### config.mk
export PLATFORM = sky130hd
export DESIGN_NAME = datain_buf
export DESIGN_NICKNAME = d
export VERILOG_FILES = /design/src/rtl/datain_buf.sv
export SDC_FILE = /design/constraint.sdc
export NUM_CORES = 1
export LEC_CHECK = 0
export ABC_CLOCK_PERIOD_IN_PS = 7560
export CAP_MARGIN = 40
export CORE_ASPECT_RATIO = 1.2
export CORE_MARGIN = 3
export CORE_UTILIZATION = 25
export CTS_BUF_LIST = sky130_fd_sc_hd__clkbuf_2
export CTS_CLUSTER_DIAMETER = 120
export DETAILED_ROUTE_END_ITERATION = 10
export GPL_TIMING_DRIVEN = 0
export PLACE_DENSITY = 0.44
export SYNTH_ARGS = -nofsm -noshare
export SYNTH_HDL_FRONTEND = slang
export SYNTH_SLANG_ARGS = --single-unit
### constraint.sdc
create_clock -name clk -period 7.56 [get_ports clk]
set_clock_uncertainty 0.05 [all_clocks]
set_input_delay 1.134 -clock clk [delete_from_list [all_inputs] [get_ports clk]]
set_output_delay 1.134 -clock clk [all_outputs]
set_load 0.05 [all_outputs]
### src/rtl/datain_buf.sv
// Ejection-side packet capture buffer: stores one DEPTH-flit packet into a register file
// with a registered read port. Define DATAIN_BUF_CHECKSUM_EN to build the running XOR checksum.
module datain_buf #(
  parameter int DATA_W = 20,
  parameter int DEPTH  = 30,
  parameter int ADDR_W = 5
) (
  input  logic              clk,
  input  logic              RST,
  input  logic              enable,
  input  logic              clear,
  input  logic [DATA_W-1:0] datain,
  input  logic              in_valid,
  input  logic [ADDR_W-1:0] rd_addr,
  output logic [DATA_W-1:0] rd_data,
  output logic [ADDR_W:0]   recv_cnt,
  output logic              op_finish,
  output logic              drop_err,
  output logic [DATA_W-1:0] checksum
);

  typedef enum logic [1:0] {IDLE, RECV, DONE} state_t;
  typedef logic [ADDR_W-1:0] addr_t;
  typedef logic [ADDR_W:0]   cnt_t;

  state_t            state_q;
  addr_t             wr_addr_q;
  cnt_t              recv_cnt_q;
  logic              op_finish_q;
  logic              drop_err_q;
  logic [DATA_W-1:0] rd_data_q;
  logic [DATA_W-1:0] mem [DEPTH];

  logic accept, drop, last;

  // clear takes priority: a beat arriving with clear is neither stored nor flagged
  assign accept = in_valid & enable & (state_q != DONE) & ~clear;
  assign drop   = in_valid & ~clear & (~enable | (state_q == DONE));
  assign last   = (wr_addr_q == addr_t'(DEPTH-1));

  always_ff @(posedge clk or negedge RST) begin
    if (!RST) begin
      state_q     <= IDLE;
      wr_addr_q   <= '0;
      recv_cnt_q  <= '0;
      op_finish_q <= 1'b0;
      drop_err_q  <= 1'b0;
    end else if (clear) begin
      state_q     <= IDLE;
      wr_addr_q   <= '0;
      recv_cnt_q  <= '0;
      op_finish_q <= 1'b0;
      drop_err_q  <= 1'b0;
    end else begin
      if (drop) drop_err_q <= 1'b1;
      case (state_q)
        IDLE: if (accept) begin
          wr_addr_q  <= addr_t'(1);
          recv_cnt_q <= cnt_t'(1);
          state_q    <= RECV;
        end
        RECV: if (accept) begin
          recv_cnt_q <= recv_cnt_q + cnt_t'(1);
          if (last) begin
            wr_addr_q   <= '0;
            op_finish_q <= 1'b1;
            state_q     <= DONE;
          end else begin
            wr_addr_q <= wr_addr_q + addr_t'(1);
          end
        end
        default: ;
      endcase
    end
  end

  // Storage is deliberately left unreset so it maps onto plain register-file cells
  always_ff @(posedge clk) begin
    if (accept) mem[wr_addr_q] <= datain;
  end

  always_ff @(posedge clk or negedge RST) begin
    if (!RST)                          rd_data_q <= '0;
    else if (rd_addr < addr_t'(DEPTH)) rd_data_q <= mem[rd_addr];
    else                               rd_data_q <= '0;
  end

`ifdef DATAIN_BUF_CHECKSUM_EN
  logic [DATA_W-1:0] checksum_q;

  always_ff @(posedge clk or negedge RST) begin
    if (!RST)        checksum_q <= '0;
    else if (clear)  checksum_q <= '0;
    else if (accept) checksum_q <= checksum_q ^ datain;
  end

  assign checksum = checksum_q;
`else
  assign checksum = '0;
`endif

  assign rd_data   = rd_data_q;
  assign recv_cnt  = recv_cnt_q;
  assign op_finish = op_finish_q;
  assign drop_err  = drop_err_q;

endmodule

==> results by group <==
Run status
  – Status: finished, final reports clean

Yosys
  – Synth Area in XOR/XNOR: 0.002113
  – Post-synth EDFFs: 600
  – Most frequent cells after synthesis: edfxtp_1, mux2i_1, a22oi_1, a21oi_1, nor2_1
  – Yosys top cell by area: edfxtp_1
  – Synth Area in Compound Gates: 0.06218
  – Synth top area share: 0.7244
  – Syn Std Cell Area: between 0.02 and 0.025 mm2
  – Syn Inst Count: 1,424
  – Post-synth top flop: edfxtp_1
  – Yosys reg bits: ~640
  – Largest family of logic cells by synthesized area: multiplexers
  – Most frequent cell after synthesis: edfxtp_1
  – Count of different cell masters after synthesis: 44
  – Synth Area in Simple Gates: 0.02963
  – Synth warn: 0
  – Mux contribution to synthesized area: 0.1211
  – Register area share after synthesis: 0.7596
  – Synth area leaders: edfxtp_1, mux2i_1, dfrtp_1, a22oi_1, o211ai_2
  – Ys async rst share: 0.05512
  – Adder-cell share of the synthesized area: 0.003018
  – Syn Area/Cell: 17.47 um2

CTS
  – H-tree Lvls: 4
  – CTS Buf Count: approximately 150
  – Postcts setup bufs: 0
  – CTS tree: done
  – Clock latency on the worst-skew pair: around 1.3 ns
  – CTS Root Cell: clkbuf_2
  – Clk sink count: 635
  – Deepest clock path buffer count: 3
  – Clock transition at path regs: 0.11 ns

Floorplanning
  – Die Wd: 293.9 um
  – # IOs: 78
  – DIE AREA: between 0.1 and 0.15 mm2
  – Initial core utilization: 0.2524
  – Cell Rows: 126
  – Core area: 0.09853 mm2
  – Die Y: 351.5 um

Critical path
  – Crit-path slowest cell: clkdlybuf4s50_1
  – WP data arrival: 2.65 ns
  – WP data required: 6.38 ns
  – Reg-to-reg endpoint: mem[14][17]$_DFFE_PP_
  – Bufs and invs on worst path: 1
  – Worst Setup SP: rd_data[11]$_DFF_PN0_
  – CP max stage delay: approximately 0.85 ns
  – Crit Path Max Fanout: 1
  – Setup crit end kind: output port
  – Kind of cell adding the most delay to the critical path: buffers and inverters
  – Critical path capture point: rd_data[11]
  – Critical path class: reg2out
  – Stages on the worst setup path: 1
  – Cell Chain, Critical Path: clkdlybuf4s50_1
  – R2R depth: 5
  – Register-to-register setup slack: approximately 4.3 ns
  – Crit path launch type: flip-flop
  – Worst r2r src: state_q[1]$_DFFE_PN0P_

Final layout
  – Post-Layout Cell Count: slightly above 3,000
  – Synth-to-layout area growth: 18.38%
  – Filler Cells Inserted: between 9,000 and 10,000
  – Share of cells above drive strength 1: 0.2163
  – Nets: about 1,700

STA
  – Hold_ws: between 0.4 and 0.5 ns
  – Slew Limit Fails: 0
  – Final worst-path cycle share: 0.5067
  – RSZ-0062 raised after global routing: false
  – Max Fclk: about 0.26 GHz
  – Slew Limit Headroom: 0.4221
  – Fin Setup TNS: 0 ns
  – Min cycle time layout: about 3.8 ns
  – Worst-Margin Slew: approximately 0.87 ns
  – Hold Fails Final Rpt: 0
  – Setup violators final: 0

Drt
  – Post-route ant nets: 0
  – Routed WL per cell: around 21 um
  – DRT Wirelength: roughly 64,000 um
  – Initial drt markers: ~820
  – Vias per cell: between 4 and 5
  – DRC viols: 0
  – DRT Pass-1 Iters: 5
  – Vias: between 10,000 and 15,000

Power and ir drop
  – Combinational share of power: 0.075
  – Design Power: 6753 uW
  – Design internal power: approximately 5000 uW
  – Cell Pwr Density: ~230 mW/mm2
  – Flop pwr share: 0.575
  – Sw power: 1732 uW
  – Leakage Power: 0.01039 uW
  – Worst VDD drop: approximately 0.12 mV
  – Switch share: 0.2565
  – Clk pwr share: 0.350

GRT
  – Total grt overflow: 0
  – GRT Total Usage: 0.1252
  – Initial antenna violation count: 2
  – Largest net degree at the start of global routing: 30
  – Vias in the first global route: between 10,000 and 15,000
  – First-pass GRT wire length: between 90,000 and 100,000 um

Place
  – Placed Cells: 2,824
  – GPL Wtd Cong: ~0.78
  – IO Port Bufs: 54
  – HPWL Detailed: 44,310 um

Flow run
  – MaxCap Viol Count: 0

Min path
  – Tightest Hold Check Type: in2reg
-- power by group through the flow --
stage	clock network [uW]	logic, uW	registers (uW)
floorplan	0	225	4010
global placement	0	484	3970
detailed placement	0	513	3960
CTS	2480	516	3880
global route	2660	543	3890
finish	2360	507	3880
-- worst reg2reg max path: cells and delay by family, from the launching register on --
kind | cells | cell delay [ns]
AND/OR/NAND/NOR | 4 | 2.25
flip-flops | 1 | 0.44
buffers and inverters | 1 | 0.25
-- flip-flops by register name, summed over array words and instances (netlist names) --
register   count
drop_err       1
mem          600
op_finish      1
rd_data       20
recv_cnt       6
state_q        2
wr_addr_q      5
-- cells by family (layout without fill, tap and decap cells) --
| family | count (synthesis) | after routing |
|---|---|---|
| flip-flops | 635 | 635 |
| multiplexers | 301 | 301 |
| AO/OA/AOI/OAI | 216 | 216 |
| AND/OR/NAND/NOR | 154 | 154 |
| buffers and inverters | 105 | 488 |
| adder cells (fa/ha/maj) | 6 | 6 |
| XOR/XNOR | 6 | 6 |
| other | 1 | 22 |
-- per-layer routing --
| metal | vias to the layer above | GRT usage | part of all wire |
|---|---|---|---|
| met5 | - | 0 | 0 |
| met4 | 0 | 0.04656 | 0.022 |
| met3 | 94 | 0.03004 | 0.046 |
| met2 | 347 | 0.2181 | 0.52 |
| met1 | 6842 | 0.1500 | 0.42 |
| li1 | 6271 | - | - |
-- placed cells by master (no fill, tap or decap), types with 5 or more instances in the layout --
| cell type | count |
|---|---|
| nor2_1 | 14 |
| nor2_2 | 21 |
| nand4_1 | 6 |
| xor2_1 | 6 |
| mux2i_1 | 301 |
| dfrtp_1 | 35 |
| nand3_1 | 38 |
| buf_2 | 33 |
| conb_1 | 20 |
| nor2_4 | 8 |
| buf_6 | 6 |
| a21oi_1 | 46 |
| clkinv_1 | 48 |
| a22oi_1 | 74 |
| clkdlybuf4s50_1 | 53 |
| clkbuf_2 | 218 |
| nor2b_1 | 5 |
| a211oi_1 | 20 |
| buf_8 | 41 |
| buf_4 | 27 |
| o22ai_1 | 40 |
| ha_1 | 6 |
| clkbuf_1 | 37 |
| edfxtp_1 | 600 |
| bufinv_16 | 6 |
| nand2_1 | 42 |
| o21ai_0 | 8 |
| o211ai_2 | 20 |
-- timing repair --
item,CTS,global route
endpoints found under the hold margin,35,0
gates resized for setup,0,0
hold buffers,3,0
-- how the worst min path moves through the flow --
stage                           start                endpoint  slack (ns)  cells after the start
2_1_floorplan  state_q[1]$_DFFE_PN0P_  state_q[0]$_DFFE_PN0P_        0.45                      1
3_3_place_gp     drop_err$_DFFE_PN0P_    drop_err$_DFFE_PN0P_        0.48                      2
3_5_place_dp     drop_err$_DFFE_PN0P_    drop_err$_DFFE_PN0P_        0.48                      2
4_1_cts                     datain[6]     mem[0][6]$_DFFE_PP_        0.17                      1
5_1_grt                     datain[6]     mem[0][6]$_DFFE_PP_        0.19                      1
6_report                    datain[6]     mem[0][6]$_DFFE_PP_        0.42                      1
-- layout make-up --
| type | count | area, um2 | share of cell area |
|---|---|---|---|
| multi-input combinational | 703 | 5612 | 0.1906 |
| clock inverter | 62 | 421.7 | 0.01432 |
| sequential | 635 | 18890 | 0.6417 |
| buffer | 101 | 536.8 | 0.01823 |
| clock buffer | 217 | 1086 | 0.03688 |
| inverter | 4 | 15.01 | 0.0005099 |
| tap | 1280 | 1602 | 0.05439 |
| antenna | 2 | 5.005 | 0.0001700 |
| timing repair buffer | 104 | 1274 | 0.04326 |
-- per-stage QoR --
stage / area, um2 / utilization / setup WS (ns)
after CTS: 29440 / 0.2988 / 3.498
after global placement: 27090 / 0.2749 / 2.286
final: 29440 / 0.2988 / 3.729
after global routing: 29440 / 0.2988 / 3.476
after detailed placement: 27900 / 0.2832 / 3.129
after floorplan: 24940 / - / 4.272
Note: power is estimated with default switching activity, not from simulation.
